## config.mk

```make
export PLATFORM = sky130hd
export DESIGN_NAME = me_min_select_flat
export DESIGN_NICKNAME = d
export VERILOG_FILES = /design/src/rtl/me_min_select_if.sv /design/src/rtl/me_min_select.sv /design/src/flat_wrapper.sv
export SDC_FILE = /design/constraint.sdc
export NUM_CORES = 1
export LEC_CHECK = 0
export ABC_AREA = 0
export CORE_UTILIZATION = 52
export CTS_BUF_LIST = sky130_fd_sc_hd__clkbuf_4 sky130_fd_sc_hd__clkbuf_8
export DETAILED_ROUTE_END_ITERATION = 12
export GPL_TIMING_DRIVEN = 1
export PLACE_DENSITY = 0.82
export RECOVER_POWER = 25
export SYNTH_ARGS = -nofsm -noshare
export SYNTH_HDL_FRONTEND = slang
export SYNTH_SLANG_ARGS = --single-unit
```

## constraint.sdc

```tcl
create_clock -name clock -period 3.9 [get_ports clock]
set_input_delay 0.78 -clock clock [delete_from_list [all_inputs] [get_ports clock]]
set_output_delay 0.78 -clock clock [all_outputs]
set_load 0.005 [all_outputs]
```

## src/rtl/me_min_select_if.sv

```systemverilog
// Handshake/result bundle between the PE array bus, the min-select stage and the frame sequencer.
interface me_min_select_if #(
  parameter int NPE    = 16,
  parameter int DIST_W = 16,
  parameter int VEC_W  = 4
);
  logic              compstart;
  logic [NPE-1:0]    peready;
  logic [DIST_W-1:0] dist_in;
  logic [VEC_W-1:0]  vectorx;
  logic [VEC_W-1:0]  vectory;
  logic [DIST_W-1:0] best_dist;
  logic [VEC_W-1:0]  motionx;
  logic [VEC_W-1:0]  motiony;
  logic              busy;
  logic              done;
  logic              err;

  modport master (
    output compstart, peready, dist_in, vectorx, vectory,
    input  best_dist, motionx, motiony, busy, done, err
  );

  modport slave (
    input  compstart, peready, dist_in, vectorx, vectory,
    output best_dist, motionx, motiony, busy, done, err
  );
endinterface

```

## src/rtl/me_min_select.sv

```systemverilog
// Minimum-distortion tracker over one full-search window; reports best motion vector with a done pulse.
// Optional macro ME_TIE_CLOSEST_EN: on equal distortion prefer the candidate with smaller |x|+|y|.
module me_min_select #(
  parameter int NPE      = 16,
  parameter int DIST_W   = 16,
  parameter int VEC_W    = 4,
  parameter int NUM_CAND = 256
) (
  input logic            clock,
  input logic            reset,
  me_min_select_if.slave bus
);
  localparam int CNT_W = $clog2(NUM_CAND) + 1;

  typedef enum logic [1:0] {IDLE, SEARCH, DONE} state_t;

  state_t            state;
  logic [CNT_W-1:0]  count;
  logic              rearm_wait;
  logic              s1_valid;
  logic [DIST_W-1:0] s1_dist;
  logic [VEC_W-1:0]  s1_x;
  logic [VEC_W-1:0]  s1_y;
  logic              onehot;
  logic              multihot;
  logic              accept;
  logic              better;

`ifdef ME_TIE_CLOSEST_EN
  function automatic logic [VEC_W:0] mag(input logic [VEC_W-1:0] v);
    logic [VEC_W:0] e;
    e = {v[VEC_W-1], v};
    return e[VEC_W] ? -e : e;
  endfunction
`endif

  always_comb begin
    onehot   = (bus.peready != '0) && ((bus.peready & (bus.peready - NPE'(1))) == '0);
    multihot = (bus.peready != '0) && !onehot;
    // A falling compstart wins over a same-cycle strobe.
    accept   = onehot && (state == SEARCH) && bus.compstart && (count < CNT_W'(NUM_CAND));
`ifdef ME_TIE_CLOSEST_EN
    better   = (s1_dist < bus.best_dist) ||
               ((s1_dist == bus.best_dist) &&
                (((VEC_W+2)'(mag(s1_x)) + (VEC_W+2)'(mag(s1_y))) <
                 ((VEC_W+2)'(mag(bus.motionx)) + (VEC_W+2)'(mag(bus.motiony)))));
`else
    better   = s1_dist < bus.best_dist;
`endif
  end

  always_ff @(posedge clock) begin
    if (reset) begin
      state         <= IDLE;
      count         <= '0;
      rearm_wait    <= 1'b0;
      s1_valid      <= 1'b0;
      s1_dist       <= '0;
      s1_x          <= '0;
      s1_y          <= '0;
      bus.best_dist <= '1;
      bus.motionx   <= '0;
      bus.motiony   <= '0;
      bus.busy      <= 1'b0;
      bus.done      <= 1'b0;
      bus.err       <= 1'b0;
    end else begin
      s1_valid <= accept;
      if (accept) begin
        s1_dist <= bus.dist_in;
        s1_x    <= bus.vectorx;
        s1_y    <= bus.vectory;
        count   <= count + CNT_W'(1);
      end
      bus.done <= 1'b0;
      // After a completed search, compstart must drop before another start is honoured.
      if (!bus.compstart) rearm_wait <= 1'b0;

      case (state)
        IDLE: begin
          if (bus.compstart && !rearm_wait) begin
            state         <= SEARCH;
            bus.busy      <= 1'b1;
            bus.best_dist <= '1;
            bus.motionx   <= '0;
            bus.motiony   <= '0;
            bus.err       <= 1'b0;
            count         <= '0;
          end
        end
        SEARCH: begin
          if (multihot && bus.compstart) bus.err <= 1'b1;
          if (s1_valid && better) begin
            bus.best_dist <= s1_dist;
            bus.motionx   <= s1_x;
            bus.motiony   <= s1_y;
          end
          if (!bus.compstart) begin
            state    <= IDLE;
            bus.busy <= 1'b0;
          end else if (s1_valid && (count == CNT_W'(NUM_CAND))) begin
            state      <= DONE;
            bus.busy   <= 1'b0;
            bus.done   <= 1'b1;
            rearm_wait <= 1'b1;
          end
        end
        DONE: state <= IDLE;
        default: state <= IDLE;
      endcase
    end
  end
endmodule

```

## src/flat_wrapper.sv

```systemverilog
// flat-port wrapper written by rule: the top's interface ports become plain ports
module me_min_select_flat 
#(
  parameter int NPE      = 16,
  parameter int DIST_W   = 16,
  parameter int VEC_W    = 4,
  parameter int NUM_CAND = 256
)
  (clock, reset, bus_compstart, bus_peready, bus_dist_in, bus_vectorx, bus_vectory, bus_best_dist, bus_motionx, bus_motiony, bus_busy, bus_done, bus_err);
  me_min_select_if #(.NPE(NPE), .DIST_W(DIST_W), .VEC_W(VEC_W)) bus_i ();
  input logic clock;
  input logic reset;
  input wire logic [$bits(bus_i.compstart)-1:0] bus_compstart;
  input wire logic [$bits(bus_i.peready)-1:0] bus_peready;
  input wire logic [$bits(bus_i.dist_in)-1:0] bus_dist_in;
  input wire logic [$bits(bus_i.vectorx)-1:0] bus_vectorx;
  input wire logic [$bits(bus_i.vectory)-1:0] bus_vectory;
  output wire logic [$bits(bus_i.best_dist)-1:0] bus_best_dist;
  output wire logic [$bits(bus_i.motionx)-1:0] bus_motionx;
  output wire logic [$bits(bus_i.motiony)-1:0] bus_motiony;
  output wire logic [$bits(bus_i.busy)-1:0] bus_busy;
  output wire logic [$bits(bus_i.done)-1:0] bus_done;
  output wire logic [$bits(bus_i.err)-1:0] bus_err;
  assign bus_i.compstart = bus_compstart;
  assign bus_i.peready = bus_peready;
  assign bus_i.dist_in = bus_dist_in;
  assign bus_i.vectorx = bus_vectorx;
  assign bus_i.vectory = bus_vectory;
  assign bus_best_dist = bus_i.best_dist;
  assign bus_motionx = bus_i.motionx;
  assign bus_motiony = bus_i.motiony;
  assign bus_busy = bus_i.busy;
  assign bus_done = bus_i.done;
  assign bus_err = bus_i.err;
  me_min_select #(.NPE(NPE), .DIST_W(DIST_W), .VEC_W(VEC_W), .NUM_CAND(NUM_CAND)) u_core (.clock(clock), .reset(reset), .bus(bus_i));
endmodule
```

-- After elaboration in Yosys (flattened, before gate mapping)
Cells that the tools add are included.
- flip-flop bits (word level): 64
- input port bits: 43
- output and inout port bits: 27
- add/subtract/negate cells: 2
- magnitude comparators: 2
- equality and inequality tests: 6
- multiplexer cells: 27
- bitwise logic cells: 3
- reductions and logical operators: 20
- operators by type and width (kind ; number):
    $mux W16 ; 2
    $pmux W16 S2 ; 1
    $mux W9 ; 3
    $and A16 B16 Y16 ; 1
    $logic_not A16 Y1 ; 1
    $lt A16 B16 Y1 ; 1
    $pmux W4 S2 ; 2
    $reduce_bool A16 Y1 ; 1
    $sub A16 B1 Y16 const B ; 1
    $mux W4 ; 3
    $mux W1 ; 10
    $add A9 B1 Y9 const B ; 1
    $eq A9 B9 Y1 const B ; 1
    $logic_and A1 B1 Y1 ; 9
    $lt A9 B9 Y1 const B ; 1
    $reduce_and A3 Y1 ; 3
    $mux W2 ; 3
    $ne A2 B2 Y1 const B ; 2
    $pmux W1 S2 ; 2
    $pmux W2 S2 ; 1
    $ne A3 B3 Y1 const B ; 1
    $reduce_or A3 Y1 ; 1
    $eq A2 B1 Y1 const B ; 1
    $logic_not A1 Y1 ; 2
    other kinds (5) ; 6

-- Depth between registers and ports, before layout
- depth after elaboration: 10
- gate-level depth with buffers: 9

-- Least setup slack after synthesis
No wires, ideal clock.
- path kind: input-to-reg
- from: input bus_peready[1]
- to: register u_core.count[3]
- setup time: 0.070 ns
- arrival time: 3.241 ns
- required time: 3.830 ns
- setup slack: 0.588 ns
- cell stages on the path: 8
- buffers on the path: 2
- path through: or4_4 > buf_6 > maj3_2 > o31a_1 > or4_4 > buf_6 > or4_1 > a21oi_1
- word-level cells in the longest chain between the ends: 10
- RTL lines (item ; RTL line ; text):
    start: declaration ; flat_wrapper.sv:14 ; input wire logic [$bits(bus_i.peready)-1:0] bus_peready;
    $sub A16 B1 Y16 ; me_min_select.sv:38 ; onehot = (bus.peready != '0) && ((bus.peready & (bus.peready - NPE'(1))) == '0);
    $and A16 B16 Y16 ; me_min_select.sv:38 ;
    $logic_not A16 Y1 ; me_min_select.sv:38 ;
    $logic_and A1 B1 Y1 * ; me_min_select.sv:38 ;
    $logic_and A1 B1 Y1 * (3 in a row) ; me_min_select.sv:41 ; accept = onehot && (state == SEARCH) && bus.compstart && (count < CNT_W'(NUM_CAND));
    $mux W9 * ; me_min_select.sv:69 ; if (accept) begin
    $mux W9 ; me_min_select.sv:81 ; if (bus.compstart && !rearm_wait) begin
    $mux W9 * ; me_min_select.sv:79 ; case (state)
    end signal: assignment ; me_min_select.sv:73 ; count <= count + CNT_W'(1);
    end: declaration ; me_min_select.sv:18 ; logic [CNT_W-1:0] count;
Every way passes the cells marked *; elsewhere a longest branch is shown, timed or not.
A chain may end at the register's enable or synchronous reset.

-- Worst setup path after layout
- from: input bus_peready[0]
- to: register u_core.count[4]
The elaborated chain is that of the path after synthesis.

==> run metrics <==
result of the run=finished, final reports clean; number of antenna cells inserted=0; Total Die Area=6480 sq um; number of enable-type register cells in the synthesized netlist=0; flops & latches, synth=64; power density of the placed cells=306 nW/um^2; NumNets Final=500; total count of max-transition violations in the final report=0; final critical path time including I/O delays and setup=3430 ps; ranking of synthesized cells by area=dfxtp_1, mux2i_1, ha_1; number of antenna violations at the first check in global routing=0; DR DRC count=0; startpoint kind of the worst setup timing path=input pin; CTS Buffer Depth=2; Total Neg Setup Slack=0 ps; DP Worst Slack=132 ps; share of final-layout standard cells stronger than drive strength 1=0.0679; max_slew headroom=0.341; Vias=3006; Setup crit start=bus_peready[0]; post-route fraction of the period consumed by the critical path=0.879; routability congestion estimate=0.839; Overall Global Routing Usage=0.261; global-route wire length before repair=13100 um; Worst Skew=10.1 ps; Placement Rows=28; warning count from the yosys run=0; core region area=5920 sq um; Final Routed Wirelength=7810 um; launching point of the worst reg2reg path=u_core.bus.best_dist[4]; dominant cell type by area after synthesis=dfxtp_1; vias per cell=5.81; async set or reset register ratio after synthesis=0; number of max-cap violations=0; Reg clk slew, reported paths=60 ps; first-pass detailed-route iteration total=4; quantity of gates resized following cts=0; Horiz. Die Dim=80.5 um; kind of end point of the critical path=flop; TritonCTS buffer count=9; number of input and output port buffers inserted=69; clock sink count=64; RR Endpoint=u_core.bus.motiony[0]; setup repair after global routing missed its margin=false; Filler Cell Count=483; post-synth net total=441; maximum vdd drop=0.222 mV; final setup fails=0; per-instance average area after synthesis=8.41 sq um; crit path max fanout=13; DR iter-0 viols=146; most common flop cell mapped by yosys=dfxtp_1; post-CTS setup-driven buffer insertion count=0; total gr overflow=0; P_leak=1.59 nW; effective utilization at floorplan=0.541; post-synthesis instance total=381; relative area change from synthesis to final layout=28.3%; Wirelength per Cell=15.1 um; number of distinct library cell variants in the gate-level netlist after synthesis=38; worst-margin pin slew=987 ps; Cell Area, Synth=3210 sq um; CTS tree=done; Hold Crit Class=reg -> reg; final setup slack of the worst path=471 ps; die boundary height=80.5 um; CP required=4160 ps; Worst Path Arrival=3690 ps; number of placed I/O pins=70; cell at the root of the clock tree=clkbuf_8; top-area cell type share of the netlist area=0.400; vias in the first global route=2853; minimum setup slack among reg-to-reg paths=1470 ps; Final Hold Vio Count=0; share of synthesized area occupied by flip-flops and latches=0.400; level count of the clock H-tree=3; Antenna Nets Post-Route=0; Critical Setup Path Class=in -> reg; Post-CTS Hold Buffers=0; reg2reg path depth=9; Worst-Skew Late Latency=340 ps; largest net degree at the start of global routing=57; maximum clock frequency=0.292 GHz; critical path capture point=u_core.count[4]; overall power after layout=0.00126 W; Post-DP HPWL=5130 um
registers in the layout (all words and copies together) (netlist names), 2 cells and up:
signal                flops
u_core.bus.best_dist     16
u_core.count              9
u_core.bus.motiony        4
u_core.s1_y               4
u_core.state              2
u_core.s1_x               4
u_core.s1_dist           16
u_core.bus.motionx        4
placed cells by master (no fill, tap or decap), types with 2 or more instances in the layout:
master | netlist | layout
nand2b_1 | 10 | 10
nor2_1 | 45 | 45
ha_1 | 17 | 17
a21oi_1 | 39 | 38
o31ai_1 | 8 | 8
o2111ai_1 | 2 | 2
dfxtp_1 | 64 | 64
buf_4 | 0 | 7
inv_1 | 18 | 18
a31oi_1 | 3 | 2
o21ai_0 | 30 | 30
nand4_1 | 30 | 30
or3_1 | 3 | 3
nand2_1 | 15 | 15
maj3_1 | 2 | 2
mux2i_1 | 24 | 24
clkdlybuf4s50_1 | 0 | 50
a21o_1 | 3 | 3
or4_4 | 2 | 2
or2_2 | 2 | 2
nand3_1 | 3 | 3
nor4_4 | 1 | 2
nor2b_1 | 5 | 5
clkbuf_8 | 0 | 11
dlygate4sd3_1 | 0 | 19
nor3_1 | 7 | 7
or4_1 | 7 | 7
logic make-up (layout without fill, tap and decap cells):
group | after synthesis | count (layout) | share of synthesized area
AND/OR/NAND/NOR | 135 | 135 | 0.227
flip-flops | 64 | 64 | 0.400
buffers and inverters | 46 | 107 | 0.0585
multiplexers | 24 | 24 | 0.0749
adder cells (fa/ha/maj) | 20 | 20 | 0.0761
AO/OA/AOI/OAI | 92 | 92 | 0.164
cell type report:
type                    instances  area [sq um]  share of cell area
flip-flops and latches         64          1280               0.312
well taps                      75          93.8              0.0228
inverters                      18          67.6              0.0164
clock inverters                 1          5.00             0.00122
multi-input cells             271          1760               0.429
repair buffers                 76           743               0.181
clock buffers                  12           159              0.0386
Yosys cell counts, types with 2 or more instances:
cell and n:
dfxtp_1 64, nor2_1 45, a21oi_1 39, nand4_1 30, o21ai_0 30, clkbuf_1 26
mux2i_1 24, inv_1 18, ha_1 17, nand2_1 15, nand2b_1 10, o31ai_1 8
nor3_1 7, or4_1 7, nor2b_1 5, a21o_1 3, a31oi_1 3, nand3_1 3
or3_1 3, buf_6 2, maj3_1 2, o2111ai_1 2, or2_2 2, or4_4 2
worst min-delay path by stage:
stage          slack [ps]  cells after the start               endpoint                   from
6_report              460                      2  u_core.bus.motionx[0]  u_core.bus.motionx[0]
4_1_cts               460                      2  u_core.bus.motionx[0]  u_core.bus.motionx[0]
2_1_floorplan         430                      1        u_core.bus.busy        u_core.state[0]
5_1_grt               490                      2  u_core.bus.motionx[1]  u_core.bus.motionx[1]
3_3_place_gp          440                      2  u_core.bus.motionx[3]  u_core.bus.motionx[3]
3_5_place_dp          450                      2  u_core.bus.motionx[2]  u_core.bus.motionx[2]
power breakdown:
part / switching [W] / total, W / internal [W]
registers: 0.00000236 / 0.000660 / 0.000657
clock network: 0.000228 / 0.000489 / 0.000261
logic: 0.0000547 / 0.000110 / 0.0000550
per-stage QoR:
| stage | instances | area (sq um) | utilization | hold slack (ps) |
|---|---|---|---|---|
| 2_1_floorplan | 381 | 3210 | - | 429 |
| 3_3_place_gp | 504 | 3950 | 0.667 | 444 |
| 3_5_place_dp | 504 | 3950 | 0.667 | 452 |
| 4_1_cts | 517 | 4110 | 0.695 | 464 |
| 5_1_grt | 517 | 4110 | 0.695 | 491 |
| 6_report | 517 | 4110 | 0.695 | 459 |
critical path, stage by stage:
cell and delay [ps]:
clkdlybuf4s50_1 440, or4_4 580, maj3_2 330, o31a_1 290
or4_4 570, or4_1 530, a21oi_1 160
per-layer routing:
metal	share of wire	GRT usage
met1	0.44	0.314
met2	0.49	0.458
met3	0.055	0.0682
met4	0.012	0.0661
met5	0	0
Note: power is estimated with default switching activity, not from simulation.
